<file path="src/rtl/grid_port_arbiter.sv">
// grid_port_arbiter: shares the single grid BRAM port between particle push
// gather (0), charge scatter (1) and field solver (2). Eligibility follows the
// current simulation step; read responses are routed back through a tag
// pipeline, and outstanding reads are drained on every step change.
// Optional build macro GRID_ARB_STATS_EN adds the stall_cnt / drain_cnt outputs.

package grid_port_arbiter_pkg;
    typedef enum logic {
        SCATTER = 1'b0,
        SOLVE   = 1'b1
    } step_t;
endpackage

module grid_port_arbiter
    import grid_port_arbiter_pkg::*;
#(
    parameter int ADDR_W = 12,
    parameter int DATA_W = 32,
    parameter int RD_LAT = 2
) (
    input  logic                   clk,
    input  logic                   rst,
    input  step_t                  step,
    input  logic [2:0]             req_valid,
    output logic [2:0]             req_ready,
    input  logic [2:0]             req_we,
    input  logic [2:0][ADDR_W-1:0] req_addr,
    input  logic [2:0][DATA_W-1:0] req_wdata,
    output logic                   mem_en,
    output logic                   mem_we,
    output logic [ADDR_W-1:0]      mem_addr,
    output logic [DATA_W-1:0]      mem_wdata,
    input  logic [DATA_W-1:0]      mem_rdata,
    output logic [2:0]             rsp_valid,
    output logic [DATA_W-1:0]      rsp_data,
    output logic                   idle
`ifdef GRID_ARB_STATS_EN
    ,
    output logic [31:0]            stall_cnt,
    output logic [15:0]            drain_cnt
`endif
);

    localparam int CNT_W = $clog2(RD_LAT + 2);

    typedef enum logic {
        ARB   = 1'b0,
        DRAIN = 1'b1
    } state_t;

    state_t               state_q, state_d;
    step_t                step_q;
    logic                 rr_q;      // last push/scatter grant: 0 push, 1 scatter
    logic [2:0]           hs;
    logic                 gnt;
    logic                 gnt_rd;
    logic [1:0]           gnt_id;
    logic [RD_LAT:0]      tag_v;     // entry k lines up with mem_en + k cycles
    logic [RD_LAT:0][1:0] tag_id;
    logic [CNT_W-1:0]     inflight;

    assign hs     = req_valid & req_ready;
    assign gnt    = |hs;
    assign gnt_id = hs[2] ? 2'd2 : (hs[1] ? 2'd1 : 2'd0);
    assign gnt_rd = gnt & ~req_we[gnt_id];

    assign idle = (state_q == ARB) & ~mem_en & (inflight == '0) & ~|req_valid;

    // Next-state and grant decision; grants use the registered step copy
    always_comb begin
        state_d   = state_q;
        req_ready = '0;
        case (state_q)
            ARB: begin
                if (step != step_q) state_d = DRAIN;
                if (step_q == SCATTER) begin
                    req_ready[0] = req_valid[0] & (~req_valid[1] | rr_q);
                    req_ready[1] = req_valid[1] & (~req_valid[0] | ~rr_q);
                end else begin
                    req_ready[2] = req_valid[2];
                end
            end
            DRAIN: begin
                if (inflight == '0 && !mem_en) state_d = ARB;
            end
            default: state_d = ARB;
        endcase
    end

    // State register, step copy and round-robin pointer
    always_ff @(posedge clk) begin
        if (rst) begin
            state_q <= ARB;
            step_q  <= SCATTER;
            rr_q    <= 1'b1;
        end else begin
            state_q <= state_d;
            step_q  <= step;
            if (hs[0]) rr_q <= 1'b0;
            else if (hs[1]) rr_q <= 1'b1;
        end
    end

    // Register the granted request onto the memory port for one cycle
    always_ff @(posedge clk) begin
        if (rst) begin
            mem_en    <= 1'b0;
            mem_we    <= 1'b0;
            mem_addr  <= '0;
            mem_wdata <= '0;
        end else begin
            mem_en <= gnt;
            mem_we <= gnt & req_we[gnt_id];
            if (gnt) begin
                mem_addr  <= req_addr[gnt_id];
                mem_wdata <= req_wdata[gnt_id];
            end
        end
    end

    // Tag pipeline, response routing and in-flight read count
    always_ff @(posedge clk) begin
        if (rst) begin
            tag_v     <= '0;
            tag_id    <= '0;
            rsp_valid <= '0;
            rsp_data  <= '0;
            inflight  <= '0;
        end else begin
            tag_v     <= {tag_v[RD_LAT-1:0], gnt_rd};
            tag_id    <= {tag_id[RD_LAT-1:0], gnt_id};
            rsp_valid <= tag_v[RD_LAT] ? (3'b001 << tag_id[RD_LAT]) : 3'b000;
            if (tag_v[RD_LAT]) rsp_data <= mem_rdata;
            case ({gnt_rd, tag_v[RD_LAT]})
                2'b10:   inflight <= inflight + CNT_W'(1);
                2'b01:   inflight <= inflight - CNT_W'(1);
                default: inflight <= inflight;
            endcase
        end
    end

`ifdef GRID_ARB_STATS_EN
    // Saturating counters of stalled-request cycles and drain cycles
    always_ff @(posedge clk) begin
        if (rst) begin
            stall_cnt <= '0;
            drain_cnt <= '0;
        end else begin
            if (|req_valid && req_ready == 3'b000 && stall_cnt != '1)
                stall_cnt <= stall_cnt + 32'd1;
            if (state_q == DRAIN && drain_cnt != '1)
                drain_cnt <= drain_cnt + 16'd1;
        end
    end
`endif

endmodule

</file>
<file path="config.mk">
export PLATFORM = sky130hd
export DESIGN_NAME = grid_port_arbiter
export DESIGN_NICKNAME = d
export VERILOG_FILES = /design/src/rtl/grid_port_arbiter.sv
export SDC_FILE = /design/constraint.sdc
export NUM_CORES = 1
export LEC_CHECK = 0
export ABC_AREA = 1
export BUFFER_PORTS_ARGS = -buffer_cell sky130_fd_sc_hd__buf_2
export CAP_MARGIN = 20
export CORE_MARGIN = 3
export CORE_UTILIZATION = 50
export CTS_BUF_LIST = sky130_fd_sc_hd__clkbuf_4
export DETAILED_ROUTE_END_ITERATION = 10
export PLACE_DENSITY_LB_ADDON = 0.1
export SETUP_SLACK_MARGIN = 0.5
export SYNTH_ARGS = -nofsm -noshare
export SYNTH_HDL_FRONTEND = slang
export SYNTH_SLANG_ARGS = --single-unit
</file>
<file path="constraint.sdc">
create_clock -name clk -period 3.45 [get_ports clk]
set_input_delay 0.5175 -clock clk [delete_from_list [all_inputs] [get_ports clk]]
set_output_delay 0.5175 -clock clk [all_outputs]
set_load 0.05 [all_outputs]
</file>
==> out/results.tsv, run 1 <==
metric	value	unit
outcome	finished clean	
Synth area leaders	dfxtp_1 (39%), nor2_1 (17%), nand2_1 (14%)	
core box area	9280	um^2
port bufs	257	
number of synthesized register bits	95	
Slew Limit Fails	0	
average wire per standard cell	12.4	um
dpl cells	1138	
reg2reg end	inflight[1]	
FF-to-FF setup slack	1.26	ns
DIE HEIGHT	104	um
CP bufs+invs	3	
leading area contributor after synthesis	dfxtp_1	
R2R Path Start	step_q	
Clock Path Buffers	2	
crit path max fanout	45	
Hold Path Stages	3	
Tmin final	2.46	ns
Setup-failing EPs final	0	
Critical-path top delay cell	buf_4	
Worst Path Class, Setup	register to output pin	
Max Cap Viol	0	
vias in the first global route	4684	
post-cts resize count	0	
Finished Layout Cells	1155	
DP Worst Slack	1.09	ns
Setup Buffers After CTS	0	
Hold Violations, Final	0	
RSZ-0062 raised after global routing	false	
Worst path max stage delay	0.41	ns
number of enable flip-flop cells after synthesis	0	
post-synth net total	967	
TNS Setup	0	ns
IO Pins	258	
Crit. End Element	output pin	
WHS Endpoint	rsp_data[15]	
die span in x	104	um
CTS buffer count	9	
DRC errors left	0	
CP top delay family	buffers and inverters	
worst endpoint data arrival time	1.94	ns
worst setup margin	0.991	ns
Yosys cell types	21	
prevailing post-synth register cell	dfxtp_1	
Total GRT Usage	0.251	
Worst Reg2Reg Path Length in Cells	9	
CTS tree	yes	
H-tree lvl count	3	
GP Congestion	0.849	
routed via count	5433	
Syn. warnings	0	
fmax	407	MHz
# nets final	1194	
initial antenna violation count	3	
Layout Skew	0.0184	ns
Detailed Route WL	14.4	mm
CTS sink count	95	
Yosys top cell area share	0.394	
Root Buffer	clkbuf_4	
maximum vdd drop	0.239	mV
hold path start	mem_rdata[15]	
crit path cell chain	nor2_4 > buf_4 > nand3_1 > inv_1 > buf_2	
Post-Syn Area per Cell	6.08	um^2
Power per Cell Area	436	nW/um^2
mapped cell area	4820	um^2
Synth Instances	793	
First DRT Iteration DRCs	281	
Die ar.	10900	um^2
sequential share of the synthesized area	0.394	
# rows	35	
CP startpoint kind	register	
area grow syn2layout	29.3	%
Vias/cell	4.70	
initial core utilization	0.519	
Clock transition at path regs	0.16	ns
Hold Buf Count CTS	0	
Design Power	2.72	mW
critical path required time	2.93	ns
first-pass GRT wire length	22.4	mm
share of layout cells above drive strength 1	0.280	
DP Wirelength	10.5	mm
fraction of registers with async set or reset after synthesis	0	
largest net degree at the start of global routing	52	
clock latency on the worst-skew pair	0.43	ns
slew margin rel.	0.361	
DR pass1 iterations	5	
Leakage	3.71	nW
min-delay worst type	primary input to register	
Routed Antenna Nets	0	
Worst-Margin Slew	0.957	ns
grt ovf	0	
period utilization	0.713	
-- placed cells by master, fill, tap and decap left out, drive strengths merged --
cell type / count
clkbuf: 10
buf: 267
diode: 1
a21oi: 3
nor3: 2
nand4: 44
nand3: 7
nor2: 215
ha: 1
o21ai: 79
and3: 1
nand2: 186
nor4: 1
clkinv: 3
clkinvlp: 2
dfxtp: 95
nor3b: 1
inv: 108
-- synthesized netlist by cell type (2+ instances only) --
cell        n
nor2_1    214
nand2_1   186
inv_1     106
dfxtp_1    95
o21ai_0    74
nand4_1    44
clkbuf_1   30
buf_2      14
nand3_1     5
o21ai_1     5
buf_1       4
a21oi_1     3
buf_6       3
nand3_2     2
nor3_1      2
-- worst min-delay path, stage by stage --
cell    delay (ns)
buf_2         0.08
nor2_1        0.03
nor2_1        0.08
-- per-layer routing --
metal  global-route usage  wire, um  up-vias
met5                    0        21        -
met3               0.0652      1130       18
met1                0.312      6070     2341
met4               0.0712       200        4
li1                     -         -     2869
met2                0.430      6930      201
-- flip-flops by register name, indices dropped and copies added, names as in the netlist --
register	cells
mem_addr	12
tag_v	3
mem_en	1
tag_id	6
inflight	2
mem_wdata	32
state_q	1
rr_q	1
step_q	1
mem_we	1
rsp_valid	3
rsp_data	32
-- per-stage QoR --
| stage | utilization | hold slack (ns) | instance area [um^2] |
|---|---|---|---|
| 3_5_place_dp | 0.658 | 0.393 | 6110 |
| 2_1_floorplan | - | 0.388 | 4820 |
| 4_1_cts | 0.671 | 0.284 | 6230 |
| 5_1_grt | 0.672 | 0.284 | 6230 |
| 6_report | 0.672 | 0.295 | 6230 |
| 3_3_place_gp | 0.658 | 0.389 | 6110 |
-- final cells by class --
class,count,area [um^2]
Fill cell,946,3050
Antenna cell,1,2.50
Tap cell,129,161
Sequential cell,95,1900
Clock buffer,10,75.1
Clock inverter,6,45.0
Inverter,107,402
Timing Repair Buffer,267,1360
Multi-Input combinational cell,540,2290
-- cells by family (layout without fill, tap and decap cells) --
group | after synthesis | count (layout) | synth area share
and+or+nand+nor | 457 | 457 | 0.386
DFF | 95 | 95 | 0.394
other | 0 | 1 | 0
AOI/OAI and AO/OA | 82 | 82 | 0.0851
adders and majority gates | 1 | 1 | 0.00259
buffers and inverters | 158 | 390 | 0.131
-- where the power goes --
group	leakage, nW	switching (mW)	internal [mW]	total [mW]
clock network	0.0606	0.383	0.160	0.543
registers	0.780	0.0473	1.19	1.24
logic	2.87	0.672	0.264	0.935
total	3.71	1.10	1.62	2.72
-- worst max path at each step --
stage | endpoint | slack [ns] | cells after the start | from
final | req_ready[0] | 0.99 | 5 | step_q
after global routing | req_ready[1] | 0.87 | 4 | step_q
after CTS | req_ready[0] | 0.98 | 5 | step_q
after detailed placement | inflight[1] | 1.09 | 11 | req_valid[0]
after global placement | inflight[1] | 1.15 | 11 | req_valid[0]
after floorplan | idle | 0.87 | 3 | req_valid[1]
Power figures use the tool's default switching activity.
==> inputs of run 2 (changes only) <==
--- a/config.mk
+++ b/config.mk
@@ -9,7 +9,7 @@
 export BUFFER_PORTS_ARGS = -buffer_cell sky130_fd_sc_hd__buf_2
 export CAP_MARGIN = 20
 export CORE_MARGIN = 3
-export CORE_UTILIZATION = 50
+export CORE_UTILIZATION = 47
 export CTS_BUF_LIST = sky130_fd_sc_hd__clkbuf_4
 export DETAILED_ROUTE_END_ITERATION = 10
 export PLACE_DENSITY_LB_ADDON = 0.1
==> constraint.sdc (replaced) <==
create_clock -name clk -period 2.35 [get_ports clk]
set_input_delay 0.3525 -clock clk [delete_from_list [all_inputs] [get_ports clk]]
set_output_delay 0.3525 -clock clk [all_outputs]
set_load 0.05 [all_outputs]
==> run 2 against run 1 <==
Net effect:
- power up 56%
- die area increased by 6.0%
- non-clock buffer count grew 5
- setup slack got worse by 0.46 ns
- cell count is 0.78% higher
- critical path type unchanged
- largest cell class unchanged
- largest power group unchanged
- highest routed layer unchanged
==> out/results.tsv, run 2 (synthesis gave the netlist of run 1 again) <==
metric	value	unit
outcome	finished clean	
Clock transition at path regs	0.16	ns
FILL cells	997	
core box area	9860	um^2
initial core utilization	0.489	
Slew Limit Fails	0	
RSZ-0062 raised after global routing	true	
TNS Setup	0	ns
most common cell after layout, fill and taps aside	buf_2	
worst endpoint data arrival time	1.47	ns
Finished Layout Cells	1164	
Worst-Margin Slew	0.960	ns
CTS tree	yes	
clock latency on the worst-skew pair	0.43	ns
DP Wirelength	10.0	mm
Pint	2.62	mW
Detailed Route WL	14.8	mm
Total GRT Usage	0.250	
sequential cell area	1910	um^2
Clock Power Share	0.236	
first-pass GRT wire length	23.1	mm
Tmin final	1.82	ns
period utilization	0.774	
grt ovf	0	
DRC errors left	0	
crit path max fanout	2	
CP startpoint kind	register	
GP Congestion	0.889	
# nets final	1199	
Vias/cell	4.70	
Logic pwr share	0.335	
average wire per standard cell	12.7	um
die span in x	107	um
H-tree lvl count	3	
Clock Path Buffers	2	
Cell Area, Placed	6180	um^2
Setup-failing EPs final	0	
initial antenna violation count	4	
hold_ws	0.134	ns
post-route cell area	6530	um^2
Util after Layout	0.662	
min-delay worst type	primary input to register	
Hold Violations, Final	0	
IO Pins	258	
switching share of power	0.384	
Layout Skew	0.0195	ns
most frequent cells in the layout	buf_2 (253), nor2_1 (214), nand2_1 (185), inv_1 (102), dfxtp_1 (91)	
CTS buffer count	9	
area grow syn2layout	35.5	%
slew margin rel.	0.359	
First DRT Iteration DRCs	327	
share of layout cells above drive strength 1	0.296	
CTS sink count	95	
fmax	550	MHz
dpl cells	1140	
maximum vdd drop	0.354	mV
Largest regs	mem_wdata: 32 flops, rsp_data: 32 flops, mem_addr: 12 flops	
Hold Buf Count CTS	0	
Seq pwr share	0.429	
Crit. End Element	output pin	
Max Cap Viol	0	
routed via count	5465	
DIE HEIGHT	107	um
Root Buffer	clkbuf_4	
port bufs	257	
largest net degree at the start of global routing	90	
Leakage	3.82	nW
Multi-input gate area	2350	um^2
Routed Antenna Nets	0	
Power per Cell Area	650	nW/um^2
critical path required time	2.00	ns
NetSw	1.63	mW
Die ar.	11500	um^2
Worst Path Class, Setup	register to output pin	
DR pass1 iterations	5	
vias in the first global route	4843	
# rows	36	
run 2: changes by cell type in the layout (fill, tap and decap cells not counted), sizes merged:
cell / delta
clkinvlp: -1
bufbuf: +3
clkbuf: -1
buf: +2
bufinv: +2
run 2: path summary, 6_finish.rpt:
kind	cells past startpoint	slack, ns	startpoint	to
max	5	0.53	inflight[1]	idle
min	3	0.13	mem_rdata[24]	rsp_data[24]
max reg2reg	12	0.55	state_q	inflight[1]
min reg2reg	2	0.41	tag_id[1]	tag_id[3]
run 2: final cells by class:
cell class,count,share of cell area
multi-input combinational,540,0.359
antenna,1,0.000383
sequential,95,0.292
timing repair buffer,272,0.236
clock buffer,9,0.0103
inverter,107,0.0624
tap,133,0.0255
clock inverter,7,0.0144
run 2: repair_timing:
action / 4_1_cts / 5_1_grt
endpoints found under the setup margin: 3 / 6
hold endpoints to repair: 0 / 0
gates resized for setup: 12 / 11
cloned: 3 / 0
pin swaps: 0 / 1
buffers inserted: 3 / 1
run 2: power by group through the flow:
stage	Combinational (mW)	Sequential, mW	Clock (mW)
final	1.42	1.82	1.00
after global routing	1.57	1.84	1.09
after CTS	1.42	1.82	1.03
after detailed placement	1.39	1.85	0
after global placement	1.38	1.85	0
after floorplan	0.554	2.29	0
run 2: routing by layer:
metal	routed length, um	up-vias	track usage	part of all wire
li1	-	2896	-	-
met1	5910	2325	0.290	0.40
met2	7240	204	0.434	0.49
met3	1260	34	0.0660	0.085
met4	389	6	0.102	0.026
met5	23	-	0	0.0016
run 2: through the flow:
| step | power [mW] | setup slack, ns |
|---|---|---|
| final | 4.25 | 0.530 |
| after global placement | 3.23 | 0.607 |
| after CTS | 4.28 | 0.487 |
| after global routing | 4.50 | 0.387 |
| after floorplan | 2.85 | 0.394 |
| after detailed placement | 3.24 | 0.571 |
run 2: worst max-delay path: stages (launching register included):
cell     delay [ns]
dfxtp_2        0.35
nor2_1         0.09
nand2_1        0.08
nor3_2         0.11
nor3b_2        0.22
buf_6          0.18
